[config.mk]
export PLATFORM = sky130hd
export DESIGN_NAME = mem_access_unit
export DESIGN_NICKNAME = d
export VERILOG_FILES = /design/src/rtl/mem_access_unit.sv
export SDC_FILE = /design/constraint.sdc
export NUM_CORES = 1
export LEC_CHECK = 0
export ABC_AREA = 0
export BUFFER_PORTS_ARGS = -buffer_cell sky130_fd_sc_hd__buf_2
export CAP_MARGIN = 20
export CORE_ASPECT_RATIO = 0.6
export CORE_MARGIN = 8
export CORE_UTILIZATION = 35
export DETAILED_ROUTE_END_ITERATION = 8
export GPL_TIMING_DRIVEN = 0
export HOLD_SLACK_MARGIN = 0.03
export PLACE_DENSITY = 0.76
export SLEW_MARGIN = 10
export SYNTH_ARGS = -nofsm -noshare
export SYNTH_HDL_FRONTEND = slang
export SYNTH_SLANG_ARGS = --single-unit
[constraint.sdc]
create_clock -name clk_i -period 1.45 [get_ports clk_i]
set_input_delay 0.145 -clock clk_i [delete_from_list [all_inputs] [get_ports clk_i]]
set_output_delay 0.145 -clock clk_i [all_outputs]
set_load 0.02 [all_outputs]
[src/rtl/mem_access_unit.sv]
// mem_access_unit: MEM-stage load/store initiator for a 32-bit little-endian memory.
// Define MAU_SUBWORD_EN to enable byte/halfword loads and read-modify-write stores.
module mem_access_unit (
    input  logic        clk_i,
    input  logic        rst_i,
    input  logic [31:0] addr_i,
    input  logic [31:0] wdata_i,
    input  logic        load_i,
    input  logic        store_i,
    input  logic [1:0]  size_i,
    input  logic        unsigned_i,
    output logic [31:0] rdata_o,
    output logic        stall_o,
    output logic        misalign_o,
    output logic [31:0] mem_addr_o,
    output logic [31:0] mem_data_o,
    output logic        mem_read_o,
    output logic        mem_write_o,
    input  logic [31:0] mem_data_i
);

    typedef enum logic [2:0] {
        IDLE,
        LD_ACC,
        ST_RD,
        ST_WR,
        DONE
    } state_t;

    state_t      state;
    logic [31:0] req_addr;
    logic [31:0] merge;
    logic [31:0] rdata;
    logic        err;

    logic        req_any;
    logic        req_word;
    logic        req_mis;
    logic [31:0] ld_val;

`ifdef MAU_SUBWORD_EN
    logic [1:0]  req_size;
    logic        req_unsigned;
    logic [15:0] req_wdata;
    logic [4:0]  shamt;
    logic [15:0] lane;
    logic [31:0] lane_mask;
    logic [31:0] lane_data;
    logic [31:0] st_val;
`else
    logic        unused;
`endif

    assign req_any  = load_i | store_i;
    assign req_word = (size_i == 2'b10);

`ifdef MAU_SUBWORD_EN
    always_comb begin
        req_mis = 1'b0;
        unique case (size_i)
            2'b00:   req_mis = 1'b0;
            2'b01:   req_mis = addr_i[0];
            2'b10:   req_mis = |addr_i[1:0];
            default: req_mis = 1'b1;
        endcase
    end

    // Halfwords are aligned, so the byte-lane shift also selects the half lane.
    assign shamt = {req_addr[1:0], 3'b000};
    assign lane  = 16'(mem_data_i >> shamt);

    always_comb begin
        ld_val = mem_data_i;
        unique case (req_size)
            2'b00:   ld_val = {{24{~req_unsigned & lane[7]}}, lane[7:0]};
            2'b01:   ld_val = {{16{~req_unsigned & lane[15]}}, lane};
            default: ld_val = mem_data_i;
        endcase
    end

    assign lane_mask = (req_size == 2'b00 ? 32'h0000_00ff
                                          : 32'h0000_ffff) << shamt;
    assign lane_data = (req_size == 2'b00) ? {4{req_wdata[7:0]}}
                                           : {2{req_wdata}};
    assign st_val    = (mem_data_i & ~lane_mask) | (lane_data & lane_mask);
`else
    assign req_mis = ~req_word | (|addr_i[1:0]);
    assign ld_val  = mem_data_i;
    assign unused  = ^{unsigned_i, req_addr[1:0]};
`endif

    always_ff @(posedge clk_i) begin
        if (rst_i) begin
            state    <= IDLE;
            req_addr <= '0;
            merge    <= '0;
            rdata    <= '0;
            err      <= 1'b0;
`ifdef MAU_SUBWORD_EN
            req_size     <= '0;
            req_unsigned <= 1'b0;
            req_wdata    <= '0;
`endif
        end else begin
            unique case (state)
                IDLE: begin
                    if (req_any) begin
                        req_addr <= addr_i;
                        merge    <= wdata_i;
                        rdata    <= '0;
                        err      <= req_mis;
`ifdef MAU_SUBWORD_EN
                        req_size     <= size_i;
                        req_unsigned <= unsigned_i;
                        req_wdata    <= wdata_i[15:0];
`endif
                        if (req_mis)
                            state <= DONE;
                        else if (store_i)
                            state <= req_word ? ST_WR : ST_RD;
                        else
                            state <= LD_ACC;
                    end
                end
                LD_ACC: begin
                    rdata <= ld_val;
                    state <= DONE;
                end
`ifdef MAU_SUBWORD_EN
                ST_RD: begin
                    merge <= st_val;
                    state <= ST_WR;
                end
`endif
                ST_WR:   state <= DONE;
                DONE:    state <= IDLE;
                default: state <= IDLE;
            endcase
        end
    end

    assign stall_o     = (state != DONE) & ((state != IDLE) | req_any);
    assign mem_read_o  = (state == LD_ACC) | (state == ST_RD);
    assign mem_write_o = (state == ST_WR);
    assign mem_data_o  = mem_write_o ? merge : '0;
    assign mem_addr_o  = (state == IDLE) ? '0 : {req_addr[31:2], 2'b00};
    assign rdata_o     = rdata;
    assign misalign_o  = err & (state == DONE);

endmodule

Word level (Yosys, flattened, before mapping)
Index checks and enable logic that the tools add are counted.
{"block": "word_totals", "register_bits": 100, "input_bits": 103, "out_inout_bits": 100, "elab_cells": 35}
{"block": "op_classes", "eq_ne": 7, "mux": 9, "n_bitwise": 7, "n_reduce_logical": 7}
{"op": "$mux 32", "n": 3}
{"op": "$pmux 32 s2", "n": 1}
{"op": "$eq 3x2->1 const B", "n": 2}
{"op": "$mux 3", "n": 2}
{"op": "$pmux 3 s2", "n": 1}
{"op": "$or 1x1->1", "n": 4}
{"op": "$reduce_and 2->1", "n": 2}
{"op": "$reduce_or 2->1", "n": 2}
{"op": "$eq 3x1->1 const B", "n": 1}
{"op": "$eq 3x3->1 const B", "n": 1}
{"op": "$logic_not 3->1", "n": 1}
{"op": "$ne 3x3->1 const B", "n": 1}
{"op": "$reduce_bool 3->1", "n": 1}
{"op": "$and 1x1->1", "n": 2}
{"op": "$eq 2x2->1 const B", "n": 1}
{"op": "$mux 2", "n": 1}
{"op": "$ne 2x2->1 const B", "n": 1}
{"op": "$reduce_bool 2->1", "n": 1}
{"op": "$mux 1", "n": 1}
{"op": "$not 1->1", "n": 1}

Depth between registers and ports, before layout
Gate-level depths: netlist of the first run.
{"block": "depth", "ltp_word": 6, "depth_mapped": 6, "depth_no_buf": 3}

Least setup slack after synthesis of the first run
No wires, ideal clock.
{"block": "synth_path", "kind": "reg-to-output", "startpoint": "register state[1]", "endpoint": "output mem_data_o[22]", "arrival_time_ps": 1359, "required_time_ps": 1305, "slack_ps": -54, "path_stages_with_launch": 6, "cell_sequence": "dfxtp_1 > buf_2 > nand2_1 > nor2_1 > clkbuf_1 > and2_1"}
{"block": "synth_via", "elab_chain_cells": 2}
{"element": "start, declared", "line_no": "30", "text": "state_t state;"}
{"element": "start signal, assigned", "line_no": "120", "text": "state <= req_word ? ST_WR : ST_RD;"}
{"element": "$eq 3x2->1", "line_no": "144", "text": "assign mem_write_o = (state == ST_WR);"}
{"element": "named net mem_write_o", "line_no": "18", "text": "output logic mem_write_o,"}
{"element": "$mux 32", "line_no": "145", "text": "assign mem_data_o = mem_write_o ? merge : '0;"}
{"element": "end, declared", "line_no": "16", "text": "output logic [31:0] mem_data_o,"}
The timed path passes the listed nets, and every way through them passes these cells.

Final worst setup path of the first run
{"block": "layout_path", "startpoint": "register state[0]", "endpoint": "output mem_addr_o[13]"}
{"block": "layout_via", "elab_chain_cells": 2}
{"element": "$logic_not 3->1", "line_no": "146", "text": "assign mem_addr_o = (state == IDLE) ? '0 : {req_addr[31:2], 2'b00};"}
{"element": "$mux 32", "line_no": "146"}
{"element": "end, declared", "line_no": "15", "text": "output logic [31:0] mem_addr_o,"}
No other way between the ends.

==> impl_metrics.ini, run 1 <==
[drt]
route.detailed.drc = 0
drt-total-wl_um = 16700
drt_pass1_iterations = 4
drt-wirelength-per-cell_um = 18.8
drt-vias-per-instance = 5.14
drt_iter0_drc = 179
routed-via-count = 4556
ant_nets = 0

[floorplan]
die-height_um = 98.7
initial_utilization_pct = 35.6
dieArea_um2 = 15200
coreArea_um2 = 11200
ioPinCount = 203
die_w_um = 154
rows = 30

[pwr]
p_total_mw = 6.88
peakVddDrop_uv = 637
p_per_area_nw_per_um2 = 912
leakage_nw = 3.31

[grt]
globalRoute.totalOverflow = 0
grt_max_degree = 19
grt_util_all_layers_pct = 20.7
antenna_found_initial = 0
grt_pass1_vias = 4815
grt_pass1_wl_um = 25600

[synth]
postSynthCellCount = 454
synth_commonest_cells = 98 x dfxtp_1, 63 x a21oi_1, 63 x and2_1, 63 x o21ai_0, 62 x nand3_1
synth_top_cell_area_share_pct = 49.2
async_flop_share_pct = 0
synth-seq-cells = 98
synth_area_leaders = dfxtp_1 49%, and2_1 9.9%, a21oi_1 7.9%
synth_top_cell_by_area = dfxtp_1
synth_edf_count = 0
synth_ff_type = dfxtp_1
avgSynthCellArea_um2 = 8.78
yosysSeqAreaShare_pct = 49.2
synth_cell_types = 26
syn_area_um2 = 3990
ys_warn_count = 0
synthMostInstantiatedCell = dfxtp_1

[timing]
fin_skew_ns = 0.00785
max-slew-margin-rel_pct = 39.5
hold_violations = 0
drv_slew = 0
rsz0062_at_grt = yes
fin_setup_tns_ns = -33.26
setup_viol = 159
worst_hold_slack_ns = 0.0416
fin_ws_ns = -0.414
max_freq_ghz = 0.537
tightest_slew_ns = 0.907
period_minus_slack_ns = 1.86
finalCritPeriodShare_pct = 129

[setup_path]
cp-end-kind = primary output
crit_chain = or3_4, buf_8, clkbuf_8, and2_4, buf_6
cp-start-kind = flop
path_max_fanout = 7
ff2ff_setup_slack_ns = -0.32
criticalPathCategory = flop to primary output
crit_buf_inv = 3
reg2reg_from = state[0]$_SDFFE_PP0P_
critPathArrivalTime_ns = 1.72
crit_family = simple AND/OR/NAND/NOR gates
critical_path.slowest_cell = or3_4
r2r_cells = 7
r2r_end = merge[26]$_SDFFE_PP0P_
cp_data_required_time_ns = 1.31
max_stage_delay_ns = 0.41

[clocking]
cts_tree = done
h-tree-depth = 3
cts_buffers = 9
insertion_delay_ns = 0.35
clock_sinks = 98
clkTransAtPathRegs_ns = 0.07
cts_root_buf = clkbuf_16
cts_buffer_depth = 2

[placed_design]
finalWeightedCongestion = 0.772
pre_cts_ws_ns = -0.484
dp_hpwl_um = 10500
io_buffers = 199

[finish]
n_fill_cell = 856
nets = 841
drive_gt1_share_pct = 59.1
area_growth_pct = 89.1
utilization_pct = 67.4
antenna_cells = 0

[min_path]
hp-class = primary input to flop
hold_path_depth = 3
min_to = merge[7]$_SDFFE_PP0P_
hp-start = wdata_i[7]

[outcome]
outcome = finished with violations
violations = negative setup slack

[run]
maxCapViolCount = 0
==> timing repair <==
| item | CTS | global route |
|---|---|---|
| resized for setup | 355 | 93 |
| pin swaps | 87 | 53 |
| hold buffers | 32 | 0 |
| setup endpoints to repair | 157 | 159 |
| buffers inserted | 17 | 12 |
| endpoints found under the hold margin | 32 | 0 |
| gates cloned | 9 | 7 |
==> worst reg2reg max path: stages (launching register included) <==
cell     delay (ns)
dfxtp_4        0.38
or3_4          0.41
buf_8          0.16
buf_4          0.19
buf_8          0.15
buf_16         0.13
o21ai_4        0.14
a21oi_2        0.08
==> sequential cells by signal, summed over array words and instances (netlist names) <==
name      count
err           1
merge        32
rdata_o      32
req_addr     30
state         3
==> metal layers <==
metal,wire length [um],up-vias,share of wire (%),track usage [%]
li1,-,2176,-,-
met4,233,0,1.4,6.14
met5,0,-,0,0
met1,7100,2209,43,24.2
met3,1050,18,6.3,6.16
met2,8320,153,50,36.0
==> cell families (layout without fill, tap and decap cells) <==
logic type	Yosys count	in the layout	share of synthesized area, %
buffers and inverters	52	340	6.31
XOR/XNOR	1	1	0.220
flip-flops	98	98	49.2
AND/OR/NAND/NOR	142	142	20.8
AO/OA/AOI/OAI	160	160	23.4
other	1	2	0.0940
==> area by class of cell <==
cell class	instances	area, um2	area share (%)
repair buffers	275	2290	30.4
plain buffers	48	463	6.14
multi-input cells	305	2320	30.8
flip-flops and latches	98	1970	26.2
clock inverters	7	82.6	1.10
inverters	1	3.75	0.0498
well taps	144	180	2.39
clock buffers	9	225	2.99
==> where the power goes <==
part           internal [mW]  leakage, nW  switching, mW
clock network           1.37        0.145           1.12
registers               2.83        0.805          0.106
logic                  0.755         2.36          0.695
==> stage by stage <==
| stage | std cells | area (um2) |
|---|---|---|
| after floorplan | 455 | 3990 |
| after global placement | 798 | 5170 |
| after detailed placement | 798 | 5170 |
| after CTS | 870 | 7040 |
| after global routing | 887 | 7540 |
| final | 887 | 7540 |
==> layout by cell type (no fill, tap or decap), drive strengths merged, types with 2 or more instances in the layout <==
cell	synthesis	final
dfxtp	98	98
and2	63	63
a21oi	64	64
nand3	62	62
buf	16	255
dlygate4sd3	0	32
a22o	32	32
or3	2	2
o21ai	63	63
clkinvlp	0	2
nor3	4	4
inv	1	5
clkbuf	35	45
nor2	5	5
conb	1	2
==> how the worst max path moves through the flow <==
stage | startpoint | slack, ns | endpoint | cells past startpoint
finish | state[0]$_SDFFE_PP0P_ | -0.41 | mem_addr_o[13] | 5
global placement | state[1]$_SDFFE_PP0P_ | -0.45 | mem_data_o[15] | 6
CTS | state[2]$_SDFFE_PP0P_ | -0.42 | mem_addr_o[12] | 6
floorplan | state[2]$_SDFFE_PP0P_ | -0.01 | mem_addr_o[10] | 5
global route | state[0]$_SDFFE_PP0P_ | -0.46 | mem_addr_o[12] | 5
detailed placement | state[1]$_SDFFE_PP0P_ | -0.48 | mem_data_o[18] | 6
Note: power is estimated with default switching activity, not from simulation.
==> inputs of run 2 (changes only) <==
- CORE_UTILIZATION: 35 -> 41
- PLACE_DENSITY: 0.76 -> 0.85
==> impl_metrics.ini, run 2 (same netlist as run 1, synthesis figures left out) <==
[setup_path]
path_max_fanout = 8
ff2ff_setup_slack_ns = -0.26
r2r_cells = 7
cp-start-kind = flop
max_stage_delay_ns = 0.41
cp-end-kind = primary output
r2r_end = merge[28]$_SDFFE_PP0P_
critPathArrivalTime_ns = 1.70
cp_data_required_time_ns = 1.31
critical_path.slowest_cell = or3_4
crit_chain = or3_4, buf_12, clkbuf_16, and2_4, buf_6
criticalPathCategory = flop to primary output
reg2reg_from = state[0]$_SDFFE_PP0P_

[placed_design]
pre_cts_ws_ns = -0.478
io_buffers = 199
dp_hpwl_um = 10200
placed_area_um2 = 5160
dpl.cell_count = 789
finalWeightedCongestion = 0.801

[clocking]
cts_tree = done
h-tree-depth = 3
insertion_delay_ns = 0.34
cts_buffers = 9
cts_root_buf = clkbuf_16
cts_buffer_depth = 2
clkTransAtPathRegs_ns = 0.07
clock_sinks = 98

[outcome]
outcome = finished with violations
violations = negative setup slack

[drt]
routed-via-count = 4554
drt-vias-per-instance = 5.28
drt_iter0_drc = 232
drt-wirelength-per-cell_um = 19.0
route.detailed.drc = 0
ant_nets = 0
drt_pass1_iterations = 5
drt-total-wl_um = 16400

[pwr]
p_per_area_nw_per_um2 = 957
peakVddDrop_uv = 650
intPower_mw = 4.99
p_total_mw = 6.81
leakage_nw = 3.19
switching_power_mw = 1.81
p_sw_share_pct = 26.6
pwr-share-comb_pct = 18.7
seqPwrFrac_pct = 43.1
clkPwrFrac_pct = 38.2

[floorplan]
dieArea_um2 = 13200
ioPinCount = 203
rows = 28
coreArea_um2 = 9670
initial_utilization_pct = 41.2
die-height_um = 92.4
die_w_um = 143

[min_path]
hold_path_depth = 2
hp-start = mem_data_i[31]
min_to = rdata_o[31]$_SDFFE_PP0P_
hp-class = primary input to flop

[grt]
grt_pass1_vias = 4703
antenna_found_initial = 0
grt_pass1_wl_um = 24600
globalRoute.totalOverflow = 0
grt_max_degree = 18
grt_util_all_layers_pct = 23.2

[timing]
fin_setup_tns_ns = -24.74
finalCritPeriodShare_pct = 127
tightest_slew_ns = 0.698
fin_ws_ns = -0.398
rsz0062_at_grt = yes
drv_slew = 0
worst_hold_slack_ns = 0.0431
fin_skew_ns = 0.00789
setup_viol = 130
period_minus_slack_ns = 1.85
hold_violations = 0
max-slew-margin-rel_pct = 53.5
max_freq_ghz = 0.541

[finish]
final_cell_mix = 140 x buf_2, 95 x dfxtp_1, 75 x buf_6, 62 x nand3_1, 61 x and2_4
layout.cells.non_filler = 862
drive_gt1_share_pct = 56.4
n_fill_cell = 694
antenna_cells = 0
utilization_pct = 73.6
final_cell_area_um2 = 7110
nets = 825
layout_commonest_cell = buf_2
area_growth_pct = 78.4

[run]
maxCapViolCount = 0
==> run 2: changes by cell type in the layout (fill, tap and decap cells not counted), moves of 6 or more <==
| cell | previous run | this run |
|---|---|---|
| buf_8 | 19 | 1 |
| o21ai_1 | 4 | 12 |
| a21oi_2 | 15 | 5 |
| a21oi_1 | 48 | 58 |
| o21ai_4 | 10 | 3 |
| buf_6 | 67 | 75 |
| dlygate4sd3_1 | 32 | 26 |
| clkbuf_8 | 4 | 10 |
==> run 2: worst max-delay path by stage <==
stage / to / from
finish: mem_addr_o[13] / state[0]$_SDFFE_PP0P_
global route: mem_addr_o[13] / state[0]$_SDFFE_PP0P_
CTS: mem_addr_o[13] / state[2]$_SDFFE_PP0P_
detailed placement: mem_data_o[16] / state[1]$_SDFFE_PP0P_
global placement: mem_data_o[11] / state[1]$_SDFFE_PP0P_
floorplan: mem_addr_o[10] / state[2]$_SDFFE_PP0P_
==> run 2: worst max-delay path, delay by kind of cell (launching register included) <==
kind                   cells  cell delay [ns]
and+or+nand+nor            2             0.55
buffers and inverters      3             0.44
DFF                        1             0.37
==> run 2: area by class of cell <==
type / instances / area (um2) / area share (%)
Multi-Input combinational cell: 305 / 2190 / 30.8
Timing Repair Buffer: 260 / 2000 / 28.1
Sequential cell: 98 / 1970 / 27.7
Buffer: 47 / 453 / 6.37
Clock buffer: 9 / 225 / 3.17
Tap cell: 135 / 169 / 2.37
Clock inverter: 7 / 101 / 1.42
Inverter: 1 / 3.75 / 0.0528
==> run 2: power groups by stage <==
stage | clock network [mW] | logic (mW) | registers [mW]
6_report | 2.60 | 1.28 | 2.93
3_3_place_gp | 0 | 0.756 | 2.94
5_1_grt | 2.72 | 1.37 | 2.94
2_1_floorplan | 0 | 0.474 | 2.93
3_5_place_dp | 0 | 0.790 | 2.95
4_1_cts | 2.62 | 1.16 | 2.91
==> run 2: metal layers <==
metal	up-vias	GRT usage (%)	part of all wire [%]
met5	-	0	0
met4	0	5.31	1.4
met3	21	6.21	6.8
met2	179	41.7	50
met1	2217	27.0	41
li1	2137	-	-
==> run 2: repair_timing <==
action,4_1_cts,5_1_grt
buffers inserted,15,8
endpoints found under the setup margin,157,159
hold buffers,24,2
hold endpoints to repair,24,2
gates resized for setup,342,57
pin swaps,60,9
cloned,8,4
